## config.mk

```make
export PLATFORM = sky130hd
export DESIGN_NAME = vga_timing_gen
export DESIGN_NICKNAME = d
export VERILOG_FILES = /design/src/rtl/vga_timing_gen.sv
export SDC_FILE = /design/constraint.sdc
export NUM_CORES = 1
export LEC_CHECK = 0
export ABC_AREA = 1
export BUFFER_PORTS_ARGS = -buffer_cell sky130_fd_sc_hd__buf_2
export CAP_MARGIN = 20
export CORE_MARGIN = 2
export CORE_UTILIZATION = 46
export DETAILED_ROUTE_END_ITERATION = 12
export PLACE_DENSITY = 0.7
export SLEW_MARGIN = 5
export SYNTH_ARGS = -nofsm -noshare
export SYNTH_HDL_FRONTEND = slang
export SYNTH_SLANG_ARGS = --single-unit
```

## constraint.sdc

```tcl
create_clock -name i_Clk -period 2.43 [get_ports i_Clk]
set_clock_uncertainty 0.1 [all_clocks]
set_input_delay 0.243 -clock i_Clk [delete_from_list [all_inputs] [get_ports i_Clk]]
set_output_delay 0.243 -clock i_Clk [all_outputs]
set_load 0.01 [all_outputs]
```

## src/rtl/vga_timing_gen.sv

```systemverilog
// vga_timing_gen
//   Parametrised VGA/DVI raster timing generator. Free-running pixel (h) and
//   line (v) counters advance on each pixel tick; their decode (syncs,
//   active-video, coordinates, line/frame markers) is registered once and then
//   shifted through DELAY further pixel-tick stages so the whole bundle can be
//   aligned with a downstream pixel pipeline. Total latency is 1+DELAY ticks.
//   Line/frame order: sync, back porch, active, front porch.
//
// Ports
//   i_Clk          in   system clock
//   i_Rst_n        in   asynchronous active-low reset
//   i_Pix_En       in   pixel tick; counters and pipeline advance only when high
//   o_HSync        out  horizontal sync, active level H_SYNC_POL
//   o_VSync        out  vertical sync, active level V_SYNC_POL
//   o_Valid        out  active-video region
//   o_X, o_Y       out  active-video coordinates, 0 outside active video
//   o_Line_Start   out  one pixel period at h=0 of every line
//   o_Frame_Start  out  one pixel period at h=0, v=0
module vga_timing_gen #(
    parameter int H_ACTIVE   = 640,
    parameter int H_FP       = 16,
    parameter int H_SYNC     = 96,
    parameter int H_BP       = 48,
    parameter int V_ACTIVE   = 480,
    parameter int V_FP       = 10,
    parameter int V_SYNC     = 2,
    parameter int V_BP       = 33,
    parameter bit H_SYNC_POL = 1'b0,
    parameter bit V_SYNC_POL = 1'b0,
    parameter int CNT_W      = 12,
    parameter int DELAY      = 0
) (
    input  logic             i_Clk,
    input  logic             i_Rst_n,
    input  logic             i_Pix_En,
    output logic             o_HSync,
    output logic             o_VSync,
    output logic             o_Valid,
    output logic [CNT_W-1:0] o_X,
    output logic [CNT_W-1:0] o_Y,
    output logic             o_Line_Start,
    output logic             o_Frame_Start
);

    localparam int H_TOTAL = H_SYNC + H_BP + H_ACTIVE + H_FP;
    localparam int V_TOTAL = V_SYNC + V_BP + V_ACTIVE + V_FP;

    localparam logic [CNT_W-1:0] H_LAST       = CNT_W'(H_TOTAL - 1);
    localparam logic [CNT_W-1:0] V_LAST       = CNT_W'(V_TOTAL - 1);
    localparam logic [CNT_W-1:0] H_SYNC_END   = CNT_W'(H_SYNC);
    localparam logic [CNT_W-1:0] V_SYNC_END   = CNT_W'(V_SYNC);
    localparam logic [CNT_W-1:0] H_VIS_FIRST  = CNT_W'(H_SYNC + H_BP);
    localparam logic [CNT_W-1:0] V_VIS_FIRST  = CNT_W'(V_SYNC + V_BP);
    // Inclusive upper bounds: the exclusive end may equal H_TOTAL when the
    // front porch is zero, which is not guaranteed to fit in CNT_W.
    localparam logic [CNT_W-1:0] H_VIS_LAST   = CNT_W'(H_SYNC + H_BP + H_ACTIVE - 1);
    localparam logic [CNT_W-1:0] V_VIS_LAST   = CNT_W'(V_SYNC + V_BP + V_ACTIVE - 1);

    typedef struct packed {
        logic             hsync;
        logic             vsync;
        logic             valid;
        logic [CNT_W-1:0] x;
        logic [CNT_W-1:0] y;
        logic             line_start;
        logic             frame_start;
    } stage_t;

    localparam stage_t STAGE_RST = '{
        hsync:       ~H_SYNC_POL,
        vsync:       ~V_SYNC_POL,
        valid:       1'b0,
        x:           '0,
        y:           '0,
        line_start:  1'b0,
        frame_start: 1'b0
    };

    logic [CNT_W-1:0] h_cnt;
    logic [CNT_W-1:0] v_cnt;
    stage_t           dec;
    stage_t           pipe [DELAY+1];

    // Raster counters
    always_ff @(posedge i_Clk or negedge i_Rst_n) begin
        if (!i_Rst_n) begin
            h_cnt <= '0;
            v_cnt <= '0;
        end else if (i_Pix_En) begin
            if (h_cnt == H_LAST) begin
                h_cnt <= '0;
                if (v_cnt == V_LAST) begin
                    v_cnt <= '0;
                end else begin
                    v_cnt <= v_cnt + CNT_W'(1);
                end
            end else begin
                h_cnt <= h_cnt + CNT_W'(1);
            end
        end
    end

    // Decode of the current counter position
    always_comb begin
        logic sync_h;
        logic sync_v;
        logic vis_h;
        logic vis_v;

        sync_h = (h_cnt < H_SYNC_END);
        sync_v = (v_cnt < V_SYNC_END);
        vis_h  = (h_cnt >= H_VIS_FIRST) && (h_cnt <= H_VIS_LAST);
        vis_v  = (v_cnt >= V_VIS_FIRST) && (v_cnt <= V_VIS_LAST);

        dec             = STAGE_RST;
        dec.hsync       = sync_h ? H_SYNC_POL : ~H_SYNC_POL;
        dec.vsync       = sync_v ? V_SYNC_POL : ~V_SYNC_POL;
        dec.valid       = vis_h && vis_v;
        dec.x           = dec.valid ? (h_cnt - H_VIS_FIRST) : '0;
        dec.y           = dec.valid ? (v_cnt - V_VIS_FIRST) : '0;
        dec.line_start  = (h_cnt == '0);
        dec.frame_start = (h_cnt == '0) && (v_cnt == '0);
    end

    // Stage 0 captures the decode; stages 1..DELAY shift the whole bundle
    // together so every output sees the same latency.
    always_ff @(posedge i_Clk or negedge i_Rst_n) begin
        if (!i_Rst_n) begin
            for (int i = 0; i <= DELAY; i++) begin
                pipe[i] <= STAGE_RST;
            end
        end else if (i_Pix_En) begin
            pipe[0] <= dec;
            for (int i = 1; i <= DELAY; i++) begin
                pipe[i] <= pipe[i-1];
            end
        end
    end

    assign o_HSync       = pipe[DELAY].hsync;
    assign o_VSync       = pipe[DELAY].vsync;
    assign o_Valid       = pipe[DELAY].valid;
    assign o_X           = pipe[DELAY].x;
    assign o_Y           = pipe[DELAY].y;
    assign o_Line_Start  = pipe[DELAY].line_start;
    assign o_Frame_Start = pipe[DELAY].frame_start;

endmodule
```

# Word level (Yosys, flattened, before mapping)
# Index checks and enable logic that the tools add are counted.
[op_classes]
n_addsub = 4
n_mul = 0
div = 0
order_cmp = 6
eq_ne = 2
shifts = 0
muxes = 6
n_bitwise = 0
n_reduce_logical = 7
[ops]
columns = ["operator", "n"]
rows = [
  ["$mux W12", 4],
  ["$add A12 B1 Y12 const B", 2],
  ["$eq A12 B10 Y1 const B", 2],
  ["$le A12 B10 Y1 const B", 2],
  ["$logic_not A12 Y1", 2],
  ["$ge A12 B6 Y1 const B", 1],
  ["$ge A12 B8 Y1 const B", 1],
  ["$lt A12 B2 Y1 const B", 1],
  ["$lt A12 B7 Y1 const B", 1],
  ["$sub A12 B6 Y12 const B", 1],
  ["$sub A12 B8 Y12 const B", 1],
  ["$logic_and A1 B1 Y1", 4],
  ["$mux W1", 2],
  ["$reduce_and A2 Y1", 1],
]
[word_totals]
reg_bits = 53
latch_bits = 0
ramBits = 0
romBits = 0
output_inout_bits = 29
memories = 0

# Depth between registers and ports, before layout
[depth]
word_depth = 4
depth_mapped = 11
mapped_depth_nobuf = 10

# Worst setup path after synthesis
# OpenSTA, ideal clock, no wires.
[synth_timing]
path_kind = "register to register"
start = "register v_cnt[0]"
end = "register pipe, in the netlist o_Y[2]"
setup_ps = 117
arrival_time_ps = 1515
path_slack_ps = 697
stages_incl_launch_ff = 9
cell_sequence = "dfrtp_1 -> ha_1 -> inv_1 -> nand2_1 -> o21ai_2 -> nand4_4 -> buf_6 -> nand3_1 -> nand2_1"
[synth_via]
elab_chain_cells = 4
[synth_rtl]
columns = ["element", "line_no", "source"]
rows = [
  ["start: declaration", "80", "logic [CNT_W-1:0] v_cnt;"],
  ["start signal: assignment", "95", "v_cnt <= v_cnt + CNT_W'(1);"],
  ["$ge A12 B6 Y1 or $le A12 B10 Y1 (tied branches)", "113", "vis_v = (v_cnt >= V_VIS_FIRST) && (v_cnt <= V_VIS_LAST);"],
  ["$logic_and A1 B1 Y1", "113", ""],
  ["$logic_and A1 B1 Y1", "118", "dec.valid = vis_h && vis_v;"],
  ["$mux W12 *", "120", "dec.y = dec.valid ? (v_cnt - V_VIS_FIRST) : '0;"],
  ["end signal: indexed assignment", "135", "pipe[i] <= pipe[i-1];"],
  ["end: declaration", "82", "stage_t pipe [DELAY+1];"],
]
# Every way passes the cells marked *; elsewhere a longest branch is shown, timed or not.
# A chain may end at the register's enable or synchronous reset.

# Final worst setup path
[layout_timing]
start = "register h_cnt[4]"
end = "register pipe, in the netlist o_Y[11]"
[layout_via]
elab_chain_cells = 4
[layout_rtl]
columns = ["element", "line_no", "source"]
rows = [
  ["start: declaration", "79", "logic [CNT_W-1:0] h_cnt;"],
  ["start signal: assignment", "98", "h_cnt <= h_cnt + CNT_W'(1);"],
  ["$ge A12 B8 Y1 or $le A12 B10 Y1 (tied branches)", "112", "vis_h = (h_cnt >= H_VIS_FIRST) && (h_cnt <= H_VIS_LAST);"],
  ["$logic_and A1 B1 Y1 *", "112", ""],
  ["$logic_and A1 B1 Y1 *", "118", ""],
  ["$mux W12 *", "120", ""],
]
# Marks and branches as above.

==> results.json <==
{
  "path_clk_slew_ns": 0.10,
  "first_global_vias": 2537,
  "ctsResizeCount": 0,
  "hold_class": "input pin to register",
  "root_buffer": "clkbuf_8",
  "grt_max_degree": 54,
  "dp.cells": 504,
  "fin_crit_sh_pct": 83.8,
  "worst-endpoint-required_ns": 2.59,
  "cp_data_arrival_time_ns": 2.19,
  "cts_tree": "done",
  "grt_pass1_wl_um": 12000,
  "die_area_um2": 7500,
  "worstPathMaxFanout": 24,
  "status": "finished clean",
  "coreArea_um2": 6680,
  "timing.rr.end": "o_Y[11]",
  "post-dp-hpwl_um": 4870,
  "endpoint": "o_Y[11]",
  "max_slew_margin_pct": 60.8,
  "place.gp.congestion": 0.912,
  "postSynthCellCount": 400,
  "antenna_found_initial": 0,
  "initial_core_util_pct": 46.9,
  "clk_path_buf_depth": 2,
  "synth.distinct_cells": 31,
  "vias": 2636,
  "path_class": "register to register",
  "syn-num-nets": 411,
  "drc": 0,
  "dr_wl_met2_um": 2930,
  "p_per_area_nw_per_um2": 654,
  "fin_area_um2": 3490,
  "setup_ws_ns": 0.394,
  "layout_common_cells": "130 x nand2_1, 51 x dfrtp_1, 45 x inv_1",
  "dpl_cell_area_um2": 3340,
  "dr.first_iter.drc_count": 175,
  "post_drt_via_cell_ratio": 5.14,
  "wl_met3_um": 427,
  "hold_buffers": 1,
  "num_rows": 30,
  "critPathLaunch": "h_cnt[4]",
  "drt_first_pass_iters": 4,
  "synth_fa_ha_area_share_pct": 3.19,
  "setup_viol": 0,
  "wl_per_cell_um": 13.2,
  "total_power_mw": 2.28,
  "die_h_um": 86.6,
  "cts-buffers-inserted": 5,
  "critPathMaxStageDelay_ns": 0.43,
  "reg2regPathDepth": 10,
  "final_util_pct": 52.2,
  "reg2reg_slack_ns": 0.39,
  "worst_pin_slew_ns": 0.587,
  "max-vdd-ir-drop_mv": 0.283,
  "clock-sinks": 53,
  "synth_compound_area_share_pct": 4.35,
  "pre_cts_ws_ns": 0.446,
  "fin_crit_ns": 2.04,
  "ios": 32,
  "r2r-start": "h_cnt[4]",
  "synth_top_family_by_area": "simple AND/OR/NAND/NOR gates",
  "globalRouteOverflowTotal": 0,
  "cts_setup_buffers": 0,
  "wl_um": 6780,
  "wl_met1_um": 3320,
  "chipWidth_um": 86.6,
  "track_usage_pct": 20.1,
  "holdWs_ns": 0.188,
  "place.port_buffers": 31,
  "ctsHtreeMaxLevel": 2,
  "synth.ff_latch_count": 53,
  "synth-seq-area-share_pct": 42.4,
  "cp_cell_sequence": "inv_1, ha_1, inv_1, nor2_1, nand3_1, nand2_1, nand2_2, nor2_8, nand3_1, nand2_1",
  "max_freq_mhz": 491,
  "setup_tns_ns": 0,
  "maxCapViolCount": 0,
  "slew_viol_final": 0,
  "cp-start-kind": "register",
  "yosys_warnings": 0,
  "synthMuxAreaShare_pct": 0,
  "fin_nets": 443,
  "endpoint_kind": "register",
  "diodes": 0,
  "synthXorXnorAreaFrac_pct": 4.47,
  "report.final.hold_viol_count": 0,
  "slowest_stage": "dfrtp_1",
  "drive_gt1_share_pct": 18.0,
  "syn_area_um2": 3140,
  "stdcell_count": 513,
  "insertion_delay_ns": 0.32,
  "syn_area_per_cell_um2": 7.84,
  "area_growth_pct": 11.1,
  "power_leakage_nw": 1.88,
  "synth_simple_gate_area_share_pct": 36.7,
  "antenna_left": 0,
  "dr.max_layer_used": "met4",
  "layout_commonest_cell": "nand2_1",
  "grt_setup_unrepaired": "no"
}
-- critical path: cells and delay by family, from the launching register on --
family,cells,cell delay [ns]
adders and majority gates,1,0.20
and+or+nand+nor,7,0.97
buffers and inverters,2,0.27
DFF,1,0.43
-- worst min-delay path by stage --
stage          startpoint  cells past startpoint  slack, ns        to
6_report         i_Pix_En                      3       0.19   o_Y[10]
5_1_grt          i_Pix_En                      3       0.21   o_Y[10]
4_1_cts          i_Pix_En                      3       0.18   o_Y[10]
3_5_place_dp      i_Rst_n                      2       0.16    o_X[9]
3_3_place_gp      i_Rst_n                      2       0.16  h_cnt[8]
2_1_floorplan     i_Rst_n                      0      -0.15  h_cnt[0]
-- state kept, by name, summed over array words and instances (netlist names) --
| register | flops |
|---|---|
| h_cnt | 12 |
| o_Frame_Start | 1 |
| o_HSync | 1 |
| o_Line_Start | 1 |
| o_VSync | 1 |
| o_Valid | 1 |
| o_X | 12 |
| o_Y | 12 |
| v_cnt | 12 |
-- layer usage --
layer	global-route usage, %	up-vias
met3	3.71	10
met5	0	-
li1	-	1333
met2	31.5	72
met4	6.39	0
met1	28.4	1221
-- kinds of logic after synthesis --
family,after synthesis
XOR/XNOR,16
AND/OR/NAND/NOR,238
adder cells (fa/ha/maj),8
flip-flops,53
buffers and inverters,59
AO/OA/AOI/OAI,26
-- cell type report --
cell class              instances  area, µm²
clock buffers                   5       68.8
clock inverters                 3       65.1
fillers                       644       3200
inverters                      46        173
multi-input cells             288       1530
flip-flops and latches         53       1330
well taps                      80        100
repair buffers                 38        223
-- synthesized netlist by cell type --
master | instances | area share [%]
nand2_1 | 130 | 16
dfrtp_1 | 51 | 41
inv_1 | 45 | 5.4
nor2_1 | 31 | 3.7
nand3_1 | 27 | 4.3
nand3_2 | 19 | 6.1
o21ai_0 | 19 | 3.0
xor2_1 | 15 | 4.2
nor3_1 | 10 | 1.6
nand4_1 | 9 | 1.8
ha_1 | 8 | 3.2
a21oi_1 | 4 | 0.64
clkbuf_1 | 4 | 0.48
nor2_2 | 4 | 0.80
buf_2 | 3 | 0.48
buf_12 | 2 | 1.3
buf_4 | 2 | 0.48
buf_6 | 2 | 0.72
dfstp_2 | 2 | 1.7
nand2_2 | 2 | 0.40
a31oi_1 | 1 | 0.20
and2_1 | 1 | 0.20
inv_2 | 1 | 0.12
nand4_2 | 1 | 0.40
nand4_4 | 1 | 0.68
nor2_4 | 1 | 0.36
nor2_8 | 1 | 0.64
nor4_1 | 1 | 0.20
o21ai_2 | 1 | 0.28
o22ai_1 | 1 | 0.20
xnor2_1 | 1 | 0.28
-- where the power goes --
part	switching [mW]	leakage [nW]	total (mW)	internal [mW]
sequential	0.115	0.677	1.07	0.954
combinational	0.334	1.14	0.493	0.159
clock	0.307	0.0681	0.716	0.409
Power figures use the tool's default switching activity.
